$ cat src/rtl/cache_pkg.sv
// Shared definitions for the cache controller: FSM state encoding and the
// default line geometry (32-bit words, 32 sets, 64-byte lines).
package cache_pkg;

    localparam int WORD_SIZE      = 32;
    localparam int INDEX_BITS     = 5;
    localparam int BLOCK_OFFSET   = 6;
    localparam int WORDS_PER_LINE = (2**BLOCK_OFFSET * 8) / WORD_SIZE;

    typedef enum logic [1:0] {
        IDLE   = 2'd0,
        REFILL = 2'd1,
        FILL   = 2'd2,
        WRITE  = 2'd3
    } state_t;

endpackage

$ cat src/rtl/line_assembler.sv
// Collects a cache line one word at a time during a refill. The word
// counter doubles as the refill address offset for the controller.
module line_assembler
    import cache_pkg::*;
#(
    parameter int unsigned W  = WORD_SIZE,
    parameter int unsigned N  = WORDS_PER_LINE,
    localparam int unsigned CW = $clog2(N)
) (
    input  logic           clk,
    input  logic           rst,
    input  logic           clear,
    input  logic           capture,
    input  logic [W-1:0]   wdata,
    output logic [CW-1:0]  cnt,
    output logic [N*W-1:0] line,
    output logic           last
);

    logic [N-1:0][W-1:0] words;

    // Capture register and word counter; clear only rewinds the counter.
    always_ff @(posedge clk or negedge rst) begin
        if (!rst) begin
            cnt   <= '0;
            words <= '0;
        end else if (clear) begin
            cnt <= '0;
        end else if (capture) begin
            words[cnt] <= wdata;
            cnt        <= cnt + 1'b1;
        end
    end

    assign line = words;
    assign last = (cnt == CW'(N - 1));

endmodule

$ cat src/rtl/cache_ctrl.sv
// Write-through, no-write-allocate cache controller with zero-latency read
// hits and a word-serial line refill.
// Optional feature: define CACHE_CTRL_STATS_EN to add hit/miss counters.
module cache_ctrl
    import cache_pkg::*;
#(
    parameter int WORD_SIZE    = cache_pkg::WORD_SIZE,
    parameter int INDEX_BITS   = cache_pkg::INDEX_BITS,
    parameter int BLOCK_OFFSET = cache_pkg::BLOCK_OFFSET,
    parameter int TAG_BITS     = 32 - INDEX_BITS - BLOCK_OFFSET,
    parameter int LINE_LENGTH  = TAG_BITS + 2**BLOCK_OFFSET * 8 + 1
) (
    input  logic                   clk,
    input  logic                   rst,
    input  logic [31:0]            cpu_addr,
    input  logic                   cpu_re,
    input  logic                   cpu_wr,
    input  logic [WORD_SIZE-1:0]   cpu_wdata,
    output logic [WORD_SIZE-1:0]   cpu_rdata,
    output logic                   cpu_stall,
    output logic [31:0]            cache_addr,
    output logic                   cache_re,
    output logic                   cache_wr,
    output logic                   cache_enable,
    output logic                   cache_full_line_wr,
    output logic [LINE_LENGTH-1:0] cache_new_line,
    input  logic                   cache_hit,
    input  logic [WORD_SIZE-1:0]   cache_data_out,
    output logic                   mem_req,
    output logic                   mem_we,
    output logic [31:0]            mem_addr,
    output logic [WORD_SIZE-1:0]   mem_wdata,
    input  logic [WORD_SIZE-1:0]   mem_rdata,
    input  logic                   mem_ack
`ifdef CACHE_CTRL_STATS_EN
    ,
    output logic [31:0]            hit_count,
    output logic [31:0]            miss_count
`endif
);

    localparam int WORDS = (2**BLOCK_OFFSET * 8) / WORD_SIZE;
    localparam int CNT_W = $clog2(WORDS);

    state_t                   state, state_nx;
    logic                     la_clear, la_capture, la_last;
    logic [CNT_W-1:0]         la_cnt;
    logic [WORDS*WORD_SIZE-1:0] la_line;
    logic                     rd_hit, wr_done;

    line_assembler #(
        .W (WORD_SIZE),
        .N (WORDS)
    ) u_line (
        .clk     (clk),
        .rst     (rst),
        .clear   (la_clear),
        .capture (la_capture),
        .wdata   (mem_rdata),
        .cnt     (la_cnt),
        .line    (la_line),
        .last    (la_last)
    );

    // State register; reset abandons any refill or write in flight.
    always_ff @(posedge clk or negedge rst) begin
        if (!rst) state <= IDLE;
        else      state <= state_nx;
    end

    // Next state and all outputs; every output is held low while in reset.
    always_comb begin
        state_nx           = state;
        la_clear           = 1'b0;
        la_capture         = 1'b0;
        rd_hit             = 1'b0;
        wr_done            = 1'b0;
        cpu_rdata          = '0;
        cpu_stall          = 1'b0;
        cache_addr         = '0;
        cache_re           = 1'b0;
        cache_wr           = 1'b0;
        cache_enable       = 1'b0;
        cache_full_line_wr = 1'b0;
        cache_new_line     = '0;
        mem_req            = 1'b0;
        mem_we             = 1'b0;
        mem_addr           = '0;
        mem_wdata          = '0;
        if (rst) begin
            cache_enable   = 1'b1;
            cache_addr     = cpu_addr;
            cpu_rdata      = cache_data_out;
            cache_new_line = {cpu_addr[31 -: TAG_BITS], la_line, 1'b1};
            case (state)
                IDLE: begin
                    cache_re = cpu_re;
                    if (cpu_re) begin
                        if (cache_hit) begin
                            rd_hit = 1'b1;
                        end else begin
                            la_clear = 1'b1;
                            state_nx = REFILL;
                        end
                    end else if (cpu_wr) begin
                        state_nx = WRITE;
                    end
                end
                REFILL: begin
                    mem_req  = 1'b1;
                    mem_addr = {cpu_addr[31:BLOCK_OFFSET], {BLOCK_OFFSET{1'b0}}}
                               | (32'(la_cnt) << 2);
                    if (mem_ack) begin
                        la_capture = 1'b1;
                        if (la_last) state_nx = FILL;
                    end
                end
                FILL: begin
                    cache_full_line_wr = 1'b1;
                    state_nx           = IDLE;
                end
                WRITE: begin
                    mem_req   = 1'b1;
                    mem_we    = 1'b1;
                    mem_addr  = cpu_addr;
                    mem_wdata = cpu_wdata;
                    if (mem_ack) begin
                        cache_wr = 1'b1;
                        wr_done  = 1'b1;
                        state_nx = IDLE;
                    end
                end
                default: state_nx = IDLE;
            endcase
            cpu_stall = (cpu_re | cpu_wr) & ~rd_hit & ~wr_done;
        end
    end

`ifdef CACHE_CTRL_STATS_EN
    // Hit counter counts completed read hits; miss counter counts refill starts.
    always_ff @(posedge clk or negedge rst) begin
        if (!rst) begin
            hit_count  <= '0;
            miss_count <= '0;
        end else begin
            if (rd_hit)   hit_count  <= hit_count + 32'd1;
            if (la_clear) miss_count <= miss_count + 32'd1;
        end
    end
`endif

endmodule
$ cat config.mk
export PLATFORM = sky130hd
export DESIGN_NAME = cache_ctrl
export DESIGN_NICKNAME = d
export VERILOG_FILES = /design/src/rtl/cache_pkg.sv /design/src/rtl/line_assembler.sv /design/src/rtl/cache_ctrl.sv
export SDC_FILE = /design/constraint.sdc
export NUM_CORES = 1
export LEC_CHECK = 0
export BUFFER_PORTS_ARGS = -buffer_cell sky130_fd_sc_hd__buf_2
export CAP_MARGIN = 20
export CORE_AREA = 2 2 312 314
export CTS_BUF_LIST = sky130_fd_sc_hd__clkbuf_16
export DETAILED_ROUTE_END_ITERATION = 10
export DIE_AREA = 0 0 314 316
export PLACE_DENSITY = 0.47
export SLEW_MARGIN = 10
export SYNTH_ARGS = -nofsm -noshare
export SYNTH_HDL_FRONTEND = slang
export SYNTH_HIERARCHICAL = 1
export SYNTH_SLANG_ARGS = --single-unit
$ cat constraint.sdc
create_clock -name clk -period 2 [get_ports clk]
set_input_delay 0.3 -clock clk [delete_from_list [all_inputs] [get_ports clk]]
set_output_delay 0.3 -clock clk [all_outputs]
set_load 0.03 [all_outputs]
==> After elaboration in Yosys (flattened, before gate mapping) <==
Index checks and enable logic that the tools add are counted.
{ "totals": {"input_bits": 134, "ram_bits": 0, "output_inout_bits": 669, "rom_bits": 0, "elab_cells": 86, "mem_count": 0, "latch_bits": 0, "register_bits": 518} }
{ "classes": {"n_lt_le_gt_ge": 2, "bitwise_logic": 7, "reduce_logical": 6, "addsub": 1, "div": 0, "muxes": 43, "n_shift": 0, "multipliers": 0, "n_eq_ne": 9} }
{ "op_table": {"columns": ["op", "n"], "rows": [
  ["534-bit 2-to-1 mux", 1],
  ["512-bit bitwise mux", 1],
  ["32-bit 2-to-1 mux", 6],
  ["32-bit demux with 4-bit select", 1],
  ["32-bit case mux with 2 select lines", 1],
  ["32-bit by 6-bit bitwise OR with 32-bit output", 1],
  ["1-bit 2-to-1 mux", 24],
  ["2-bit 2-to-1 mux", 6],
  ["4-bit 2-to-1 mux", 2],
  ["2-bit case mux with 4 select lines", 1],
  ["2-bit != test (second input constant)", 3],
  ["3-bit != test (second input constant)", 2],
  ["6-bit AND reduction", 1],
  ["4-bit by 5-bit less-than comparator with 1-bit output (second input constant)", 1],
  ["4-bit by 1-bit adder with 4-bit output (second input constant)", 1],
  ["2-bit == test (second input constant)", 2],
  ["4-bit == test (second input constant)", 1],
  ["4-bit by 1-bit >= comparator with 1-bit output (second input constant)", 1],
  ["1-bit inverter", 3],
  ["1-bit bitwise AND", 2],
  ["2-bit by 1-bit == test with 1-bit output (second input constant)", 1],
  ["2-bit logical NOT", 1],
  ["2-bit AND reduction", 1],
  ["2-bit nonzero test", 1],
  ["3 further kinds", 3]
]} }

==> Longest topological paths before layout <==
Gate-level depths: netlist of run 1.
{ "depth": {"depth_word": 8, "ltp_mapped": 10, "ltp_nobuf": 6} }

==> Cells and area by module <==
The synthesis of run 1 kept the hierarchy.
{ "modules_own_cells": {"columns": ["mod", "cells_per_inst", "area_per_inst_um2", "seq_area_each_um2", "n_inst"], "rows": [
  ["line_assembler", 1155, 19510.0, 12912.4, 1],
  ["cache_ctrl", 767, 4732.0, 50.0, 1]
]} }

==> Least setup slack after synthesis of run 1 <==
Ideal clock, no wire load.
{ "synth_path": {"kind": "reg2reg", "start": "register state[0]", "end": "register u_line.words, in the netlist u_line/line[419]", "n_path_buf": 3, "slack_ns": -0.398, "t_arrival_ns": 2.270, "required_ns": 1.872, "stages_incl_launch_ff": 10, "setup_ns": 0.128, "cell_sequence": "dfrtp_1 > buf_4 > nor2_1 > and3_1 > nor2b_1 > buf_2 > nand3b_1 > nor2_1 > buf_2 > mux2_1"} }
{ "synth_via": {"elab_chain_cells": 5, "word_cells_on_any_way": 8} }
{ "synth_rtl": {"columns": ["item", "line", "rtl"], "rows": [
  ["start: declaration", "cache_ctrl.sv:45", "state_t state, state_nx;"],
  ["start signal: assignment", "cache_ctrl.sv:68", "else state <= state_nx;"],
  ["2-bit logical NOT", "cache_ctrl.sv:95", "case (state)"],
  ["1-bit 2-to-1 mux", "cache_ctrl.sv:95", null],
  ["1-bit 2-to-1 mux", "cache_ctrl.sv:90", "if (rst) begin"],
  ["net la_clear", "cache_ctrl.sv:46", "logic la_clear, la_capture, la_last;"],
  ["1-bit inverter (no source line)", null, null],
  ["2-bit AND reduction (no source line)", null, null],
  ["end signal: indexed assignment", "line_assembler.sv:30", "words[cnt] <= wdata;"],
  ["end: declaration", "line_assembler.sv:20", "logic [N-1:0][W-1:0] words;"]
]} }
The timed path passes the listed nets, and every way through them passes these cells.
A chain may end at the register's enable or synchronous reset.

==> Final worst setup path of run 1 <==
{ "layout_path": {"start": "register state[0]", "end": "register u_line.words, in the netlist u_line/line[331]"} }
The elaborated chain is that of the path after synthesis.

==> results.md, run 1 <==
- Critical Path End: u_line/line[331]
- Initial Util: about a quarter
- Least-Margin Pin Slew: 1.017 ns
- Failing checks: negative setup slack
- Synth Register Bits: approximately 520
- Max VDD drop: about 800 uV
- Clock Skew: 0.02251 ns
- R2R Path End: u_line/line[331]
- Layout area overhead: 39.47%
- Crit path time final: 2.318 ns
- Routability cong.: approximately 0.91
- Clk Latency, worst-skew pair: between 0.6 and 0.7 ns
- TritonCTS clock tree: yes
- Via count: between 15,000 and 20,000
- First-pass GRT wire length: about 140,000 um
- First drt pass iteration count: 4
- Root Driver: clkbuf_16
- CP endpoint kind: flip-flop
- Post-Syn Area: roughly 0.024 mm^2
- Final Slew Violations: 0
- Die X-Extent: roughly 310 um
- Fmax: about 0.43 GHz
- Area occupied by multi-input gates: around 0.011 mm^2
- CP delay by family, top: simple AND/OR/NAND/NOR gates
- Fin area: ~0.034 mm^2
- 1st-iter DRT viols: around 820
- Core Region: between 0.09 and 0.1 mm^2
- Reg2Reg Depth: 10
- EDFF count, synth: 0
- Final wirelength: just over 100,000 um
- Crit Path Max Fanout: 8
- CP Launch Type: flip-flop
- # rows: ~110
- Die H: ~320 um
- TritonCTS buffer count: between 60 and 70
- Post-route worst setup slack: -0.3182 ns
- RSZ-0062 raised after global routing: yes
- Crit path kind: reg2reg
- Synth cell types: ~40
- Clock sinks: between 500 and 600
- Detail Placement HPWL: slightly above 70,000 um
- Worst EP required: roughly 2.5 ns
- Post-synth top area share: between 50% and 60%
- Buffers & Inverters on Critical Path: 4
- Ys async rst share: 100.0%
- Die area: approximately 0.099 mm^2
- Mapped Nets: a little over 2,000
- Worst rel slew slack: 31.97%
- Synth Instances: 1,922
- ANT nets after route: 0
- Top FF cell, synth: dfrtp_1
- Max H-tree Level: 2
- Ranking of synthesized cells by area: dfrtp_1 (53%), mux2_2 (22%), and2_1 (16%)
- Syn avg cell area: ~13 um^2
- Sequential Area: around 0.013 mm^2
- WL per Instance: roughly 25 um
- Worst-path cell chain: buf_12 > nor2_4 > and3_4 > nor2b_4 > buf_6 > nor3b_4 > buf_6 > nand3_4 > buf_6 > mux2_2
- Critical path's slowest cell: dfrtp_2
- Via/cell ratio: 4.439
- Cell mode on critical path: buf_6
- CP Depth: 10
- Hold WC Path Type: in2async
- Share of cells above drive strength 1: 57.26%
- Setup TNS: -118.03 ns
- CTS max path bufs: 3
- # IOs: roughly 800
- Setup Viol. Count Final: roughly 600
- Status: finished with violations
- Power per cell area: between 1000 and 1500 mW/mm^2
- Sequential area share after synthesis: 53.47%
- Most frequent cells in the layout: buf_2 (744), and2_1 (576), dfrtp_1 (517)
- Part of the cycle the worst path needs: 115.9%
- Final routed DRC violation total: 0
- Critical path origin: state[0]
- Reg clk slew, reported paths: around 0.060 ns
- Grt ovf: 0
- DP Area: about 0.03 mm^2
- Largest net degree at the start of global routing: approximately 120
- Worst r2r src: state[0]
- Warnings, synthesis: 6
- Reg2reg setup slack: -0.32 ns
- Max_cap viols: 0
- Nets: 2,878
- Initial antenna violation count: 9
- Final Hold Fails: 0
- Largest area contributor in the netlist: dfrtp_1
- Max stage delay on crit path: between 0.4 and 0.5 ns
- Most common cell after layout, fill and taps aside: buf_2
- Crit path DAT: 2.84 ns
- Vias in the first global route: 18,920
- Leakage: ~18 nW
- I/O Buffers: around 800
- Gr usage total: 19.69%
- Layout fillers: roughly 9,500
final cells by class:
cell class | count | share of cell area (%)
clock inverters | 53 | 1.143
flip-flops and latches | 518 | 38.34
inverters | 4 | 0.04441
repair buffers | 942 | 19.04
well taps | 1276 | 4.722
multi-input cells | 1213 | 32.17
diodes | 4 | 0.02960
clock buffers | 61 | 4.515
layer usage:
layer,routed length [um],track usage (%),vias to the layer above
met1,38670,21.37,9381
li1,-,-,7978
met4,4470,8.145,0
met2,54850,36.96,576
met3,5429,4.132,137
met5,0,0,-
metrics by stage:
step	cells	total power (W)	hold slack [ns]	utilization [%]	worst slack, ns
global route	4071	0.04619	0.04342	35.22	-0.3732
finish	4071	0.04400	0.04915	35.22	-0.3182
CTS	4052	0.04415	-0.4058	34.74	-0.3000
floorplan	1922	0.02666	0.004409	-	-0.1301
global placement	3897	0.03192	0.2951	31.37	-0.2355
detailed placement	3897	0.03230	0.2966	31.37	-0.2111
timing repair:
action | in CTS | in global routing
resized for setup | 215 | 50
endpoints found under the hold margin | 118 | 2
setup endpoints to repair | 661 | 749
pin swaps | 22 | 8
setup buffers | 23 | 8
gates cloned | 13 | 8
hold buffers | 7 | 1
registers in the layout, indices dropped and copies added (netlist names):
name and cells:
u_line/line 512, u_line/cnt 4, state 2
worst min path at each step:
stage	slack [ns]	depth (start not counted)	to
3_3_place_gp	0.30	2	u_line/line[10]
6_report	0.05	3	u_line/line[183]
2_1_floorplan	0.004	0	state[0]
5_1_grt	0.04	3	u_line/line[183]
4_1_cts	-0.41	2	u_line/line[204]
3_5_place_dp	0.30	2	u_line/line[10]
worst min-delay path: cells and delay by family:
family | cells | cell delay [ns]
buffers and inverters | 3 | 0.74
synth_stat cells (all sizes together), types with 2 or more instances:
| cell | instances |
|---|---|
| and2 | 611 |
| dfrtp | 518 |
| mux2 | 512 |
| buf | 94 |
| clkbuf | 93 |
| and3 | 29 |
| nor2 | 14 |
| mux2i | 5 |
| nand2 | 5 |
| ha | 4 |
| inv | 4 |
| nor3 | 4 |
| nor3b | 4 |
| and3b | 2 |
| nand3 | 2 |
| nand3b | 2 |
| nor2b | 2 |
| o21ai | 2 |
| o31ai | 2 |
| xor2 | 2 |
logic make-up after synthesis:
kind of cell	share of synthesized area (%)
DFF	53.47
xor gates and xnor gates	0.1084
buffers and inverters	3.912
muxes	24.45
AOI/OAI and AO/OA	0.2219
adders and majority gates	0.2065
and+or+nand+nor	17.63
power breakdown:
part           leakage, nW  internal [W]  switching [W]
Combinational         9.92       0.00719        0.00969
Clock                0.983       0.00617        0.00465
Sequential            6.74        0.0144        0.00194
Total                 17.6        0.0277         0.0163
(Power assumes the default switching activity.)
==> run 2: changes to the inputs <==
--- a/config.mk
+++ b/config.mk
@@ -5,13 +5,14 @@
 export SDC_FILE = /design/constraint.sdc
 export NUM_CORES = 1
 export LEC_CHECK = 0
+export ABC_AREA = 1
 export BUFFER_PORTS_ARGS = -buffer_cell sky130_fd_sc_hd__buf_2
 export CAP_MARGIN = 20
-export CORE_AREA = 2 2 312 314
+export CORE_AREA = 2 2 308 310
 export CTS_BUF_LIST = sky130_fd_sc_hd__clkbuf_16
 export DETAILED_ROUTE_END_ITERATION = 10
-export DIE_AREA = 0 0 314 316
-export PLACE_DENSITY = 0.47
+export DIE_AREA = 0 0 310 312
+export PLACE_DENSITY = 0.5
 export SLEW_MARGIN = 10
 export SYNTH_ARGS = -nofsm -noshare
 export SYNTH_HDL_FRONTEND = slang
==> run 2 against run 1 <==
The run still ends with negative setup slack left. Via count rose by 41%. Maximum frequency rose by 6.4%. Combinational power fell by 43%. Routed wire length rose by 8.4%. Critical path type is now reg2out. Sequential share of layout area fell by 1.6 points. Critical endpoint is now mem_wdata[8].
==> results.md, run 2 <==
- Status: finished with violations
- Failing checks: negative setup slack
- Syn avg cell area: 6.938 um^2 (-45%)
- Die X-Extent: 310 um (-1.3%)
- DP Worst Slack: -0.02503 ns (+0.1860 ns)
- Via/cell ratio: 4.421 (-0.42%)
- Synth cell types: 23 (-44%)
- Critical Path End: mem_wdata[8]
- Mapped Nets: 3,833 (+86%)
- Core Region: 0.09305 mm^2 (-3.1%)
- Post-route worst setup slack: -0.1785 ns (+0.1397 ns)
- Post-synth top area share: 50.57% (-2.9 points)
- Largest net degree at the start of global routing: 83 (-28%)
- First-pass GRT wire length: 161,400 um (+15%)
- Fmax: 0.4590 GHz (+6.4%)
- Setup Viol. Count Final: 67 (-89%)
- Clk Latency, worst-skew pair: 0.62 ns (-0.03 ns)
- Most common cell after layout, fill and taps aside: nand2_1
- I/O Buffers: 802 (unchanged)
- Sw frac: 36.86% (-0.14 points)
- Reg2Reg Depth: 9 (-1)
- TritonCTS buffer count: 58 (-4.9%)
- Critical path origin: state[1]
- Final routed DRC violation total: 0 (unchanged)
- Post-route insts no fill: 5,774 (+42%)
- Largest area contributor in the netlist: dfrtp_1
- Final Slew Violations: 0 (unchanged)
- Max H-tree Level: 2 (unchanged)
- RSZ-0062 raised after global routing: yes
- Hold WC Path Type: in2async
- Final wirelength: 112,100 um (+8.4%)
- Top FF cell, synth: dfrtp_1
- Part of the cycle the worst path needs: 108.9% (-7.0 points)
- Reg clk slew, reported paths: 0.06 ns (about the same)
- TritonCTS clock tree: yes
- # IOs: 803 (unchanged)
- ANT nets after route: 0 (unchanged)
- EDFF count, synth: 0 (unchanged)
- Nets: 4,607 (+60%)
- Crit path time final: 2.178 ns (-0.1397 ns)
- Synth Instances: 3,695 (+92%)
- Die area: 0.09672 mm^2 (-2.5%)
- Final Hold Fails: 0 (unchanged)
- Initial antenna violation count: 10 (+1)
- Clock network power share: 31.8% (+7.2 points)
- Combinational power share: 29.1% (-9.3 points)
- Max VDD drop: 579.5 uV (-29%)
- Crit Path Max Fanout: 5 (-3)
- Post-Syn Area: 0.02563 mm^2 (+5.7%)
- Vias in the first global route: 24,140 (+28%)
- Crit path DAT: 1.88 ns (-0.96 ns)
- Via count: 25,520 (+41%)
- Clock sinks: 518 (unchanged)
- Worst r2r src: state[1]
- CTS max path bufs: 3 (unchanged)
- Ys async rst share: 100.0% (unchanged)
- Layout fillers: 10,130 (+6.3%)
- Hold slack: 0.03416 ns (-0.01499 ns)
- Die H: 312 um (-1.3%)
- Power per cell area: 939.0 mW/mm^2 (-28%)
- Least-Margin Pin Slew: 0.8234 ns (-0.1937 ns)
- Worst rel slew slack: 44.93% (+13 points)
- Gr usage total: 22.30% (+2.6 points)
- Clock Skew: 0.02699 ns (+0.004474 ns)
- Reg2reg setup slack: 0.09 ns (+0.41 ns)
- Fin area: 0.03525 mm^2 (+4.3%)
- First drt pass iteration count: 5 (+1)
- Max reg flops: 512 (unchanged)
- Grt ovf: 0 (unchanged)
- WL per Instance: 19.42 um (-24%)
- Count leader, synth: nand2_1
- Leakage: 24.33 nW (+38%)
- Routability cong.: 0.9148 (+1.1%)
- # rows: 112 (-1.8%)
- Root Driver: clkbuf_16
- Max_cap viols: 0 (unchanged)
- Share of cells above drive strength 1: 26.09% (-31 points)
- Placed Cells: 5,628 (+44%)
- CP endpoint kind: output port
- Switching Power: 0.01220 W (-25%)
- Most frequent cells in the layout: nand2_1 (1,846), buf_2 (732), inv_1 (630)
- Warnings, synthesis: 6 (unchanged)
- R2R Path End: u_line/line[48]
- Sequential area share after synthesis: 50.57% (-2.9 points)
- Crit path kind: reg2out
- Power share of the sequential group: 39.1% (+2.0 points)
- Synth Register Bits: 518 (unchanged)
- Detail Placement HPWL: 80,780 um (+13%)
- Ranking of synthesized cells by area: dfrtp_1 (51%), nand2_1 (27%), inv_1 (9.1%)
- DP Area: 0.03192 mm^2 (+6.0%)
- Initial Util: 27.55% (+2.3 points)
- CP Launch Type: flip-flop
- Worst EP required: 1.70 ns (-0.82 ns)
- 1st-iter DRT viols: 2,098 (+160%)
- Layout area overhead: 37.51%
- Commonest cells post-synth: nand2_1 (1,848), inv_1 (622), dfrtp_1 (518), o21ai_0 (170), clkbuf_1 (128)
- P_int: 0.02090 W (-25%)
## run 2: worst min-delay path by stage
stage	slack, ns	cells after the start	to
after floorplan	0.004	0	state[0]
after global placement	0.31	2	u_line/line[408]
after CTS	0.001	3	u_line/line[256]
after global routing	0.04	4	state[1]
after detailed placement	0.31	2	u_line/line[408]
final	0.03	3	u_line/line[256]
## run 2: kinds of logic after synthesis
group / share of synthesized area (%)
simple gates: 30.16
buf+inv: 14.49
flops: 50.57
compound gates: 4.583
fa+ha+maj: 0.1952
## run 2: per-layer routing
metal / track usage, % / wire [um] / up-vias
met3: 4.333 / 8959 / 140
met2: 33.93 / 49080 / 1044
met4: 5.402 / 2673 / 2
met1: 32.43 / 51400 / 12150
li1: - / - / 12190
met5: 0 / 13 / -
## run 2: metrics by stage
step	utilization, %	setup TNS, ns	total power (W)
6_report	37.88	-6.422	0.03310
5_1_grt	37.87	-13.55	0.03469
4_1_cts	37.22	-10.04	0.03286
3_5_place_dp	34.30	-0.3166	0.02166
3_3_place_gp	34.30	-0.1288	0.02160
2_1_floorplan	-	0	0.01813
## run 2: worst max-delay path, cell delays in order (launching register included)
cell and delay (ns):
dfrtp_1 0.39, buf_6 0.14, nand2_8 0.05, nor2_4 0.09, buf_12 0.14, inv_2 0.12, nor2_4 0.19, buf_6 0.16
## run 2: timing repair
| item | 4_1_cts | 5_1_grt |
|---|---|---|
| cloned | 3 | 2 |
| endpoints found under the setup margin | 67 | 419 |
| resized for setup | 191 | 130 |
| buffers inserted | 7 | 7 |
| endpoints found under the hold margin | 72 | 0 |
| hold buffers | 18 | 0 |
| pin swaps | 5 | 32 |
## run 2: area by class of cell
cell class | count | area (um^2) | share of cell area, %
sequential | 518 | 12960 | 36.77
multi-input combinational | 2261 | 9678 | 27.46
timing repair buffer | 998 | 6773 | 19.21
inverter | 630 | 2402 | 6.815
tap | 1254 | 1569 | 4.451
clock buffer | 58 | 1451 | 4.117
clock inverter | 48 | 389.1 | 1.104
timing repair inverter | 2 | 12.51 | 0.03549
antenna | 5 | 12.51 | 0.03549
## run 2: power by group through the flow
| stage | combinational [W] | sequential, W | clock (W) |
|---|---|---|---|
| after floorplan | 0.00528 | 0.0128 | 0 |
| after CTS | 0.00917 | 0.0129 | 0.0108 |
| after detailed placement | 0.00859 | 0.0131 | 0 |
| final | 0.00962 | 0.0129 | 0.0105 |
| after global placement | 0.00853 | 0.0131 | 0 |
| after global routing | 0.0104 | 0.0131 | 0.0112 |
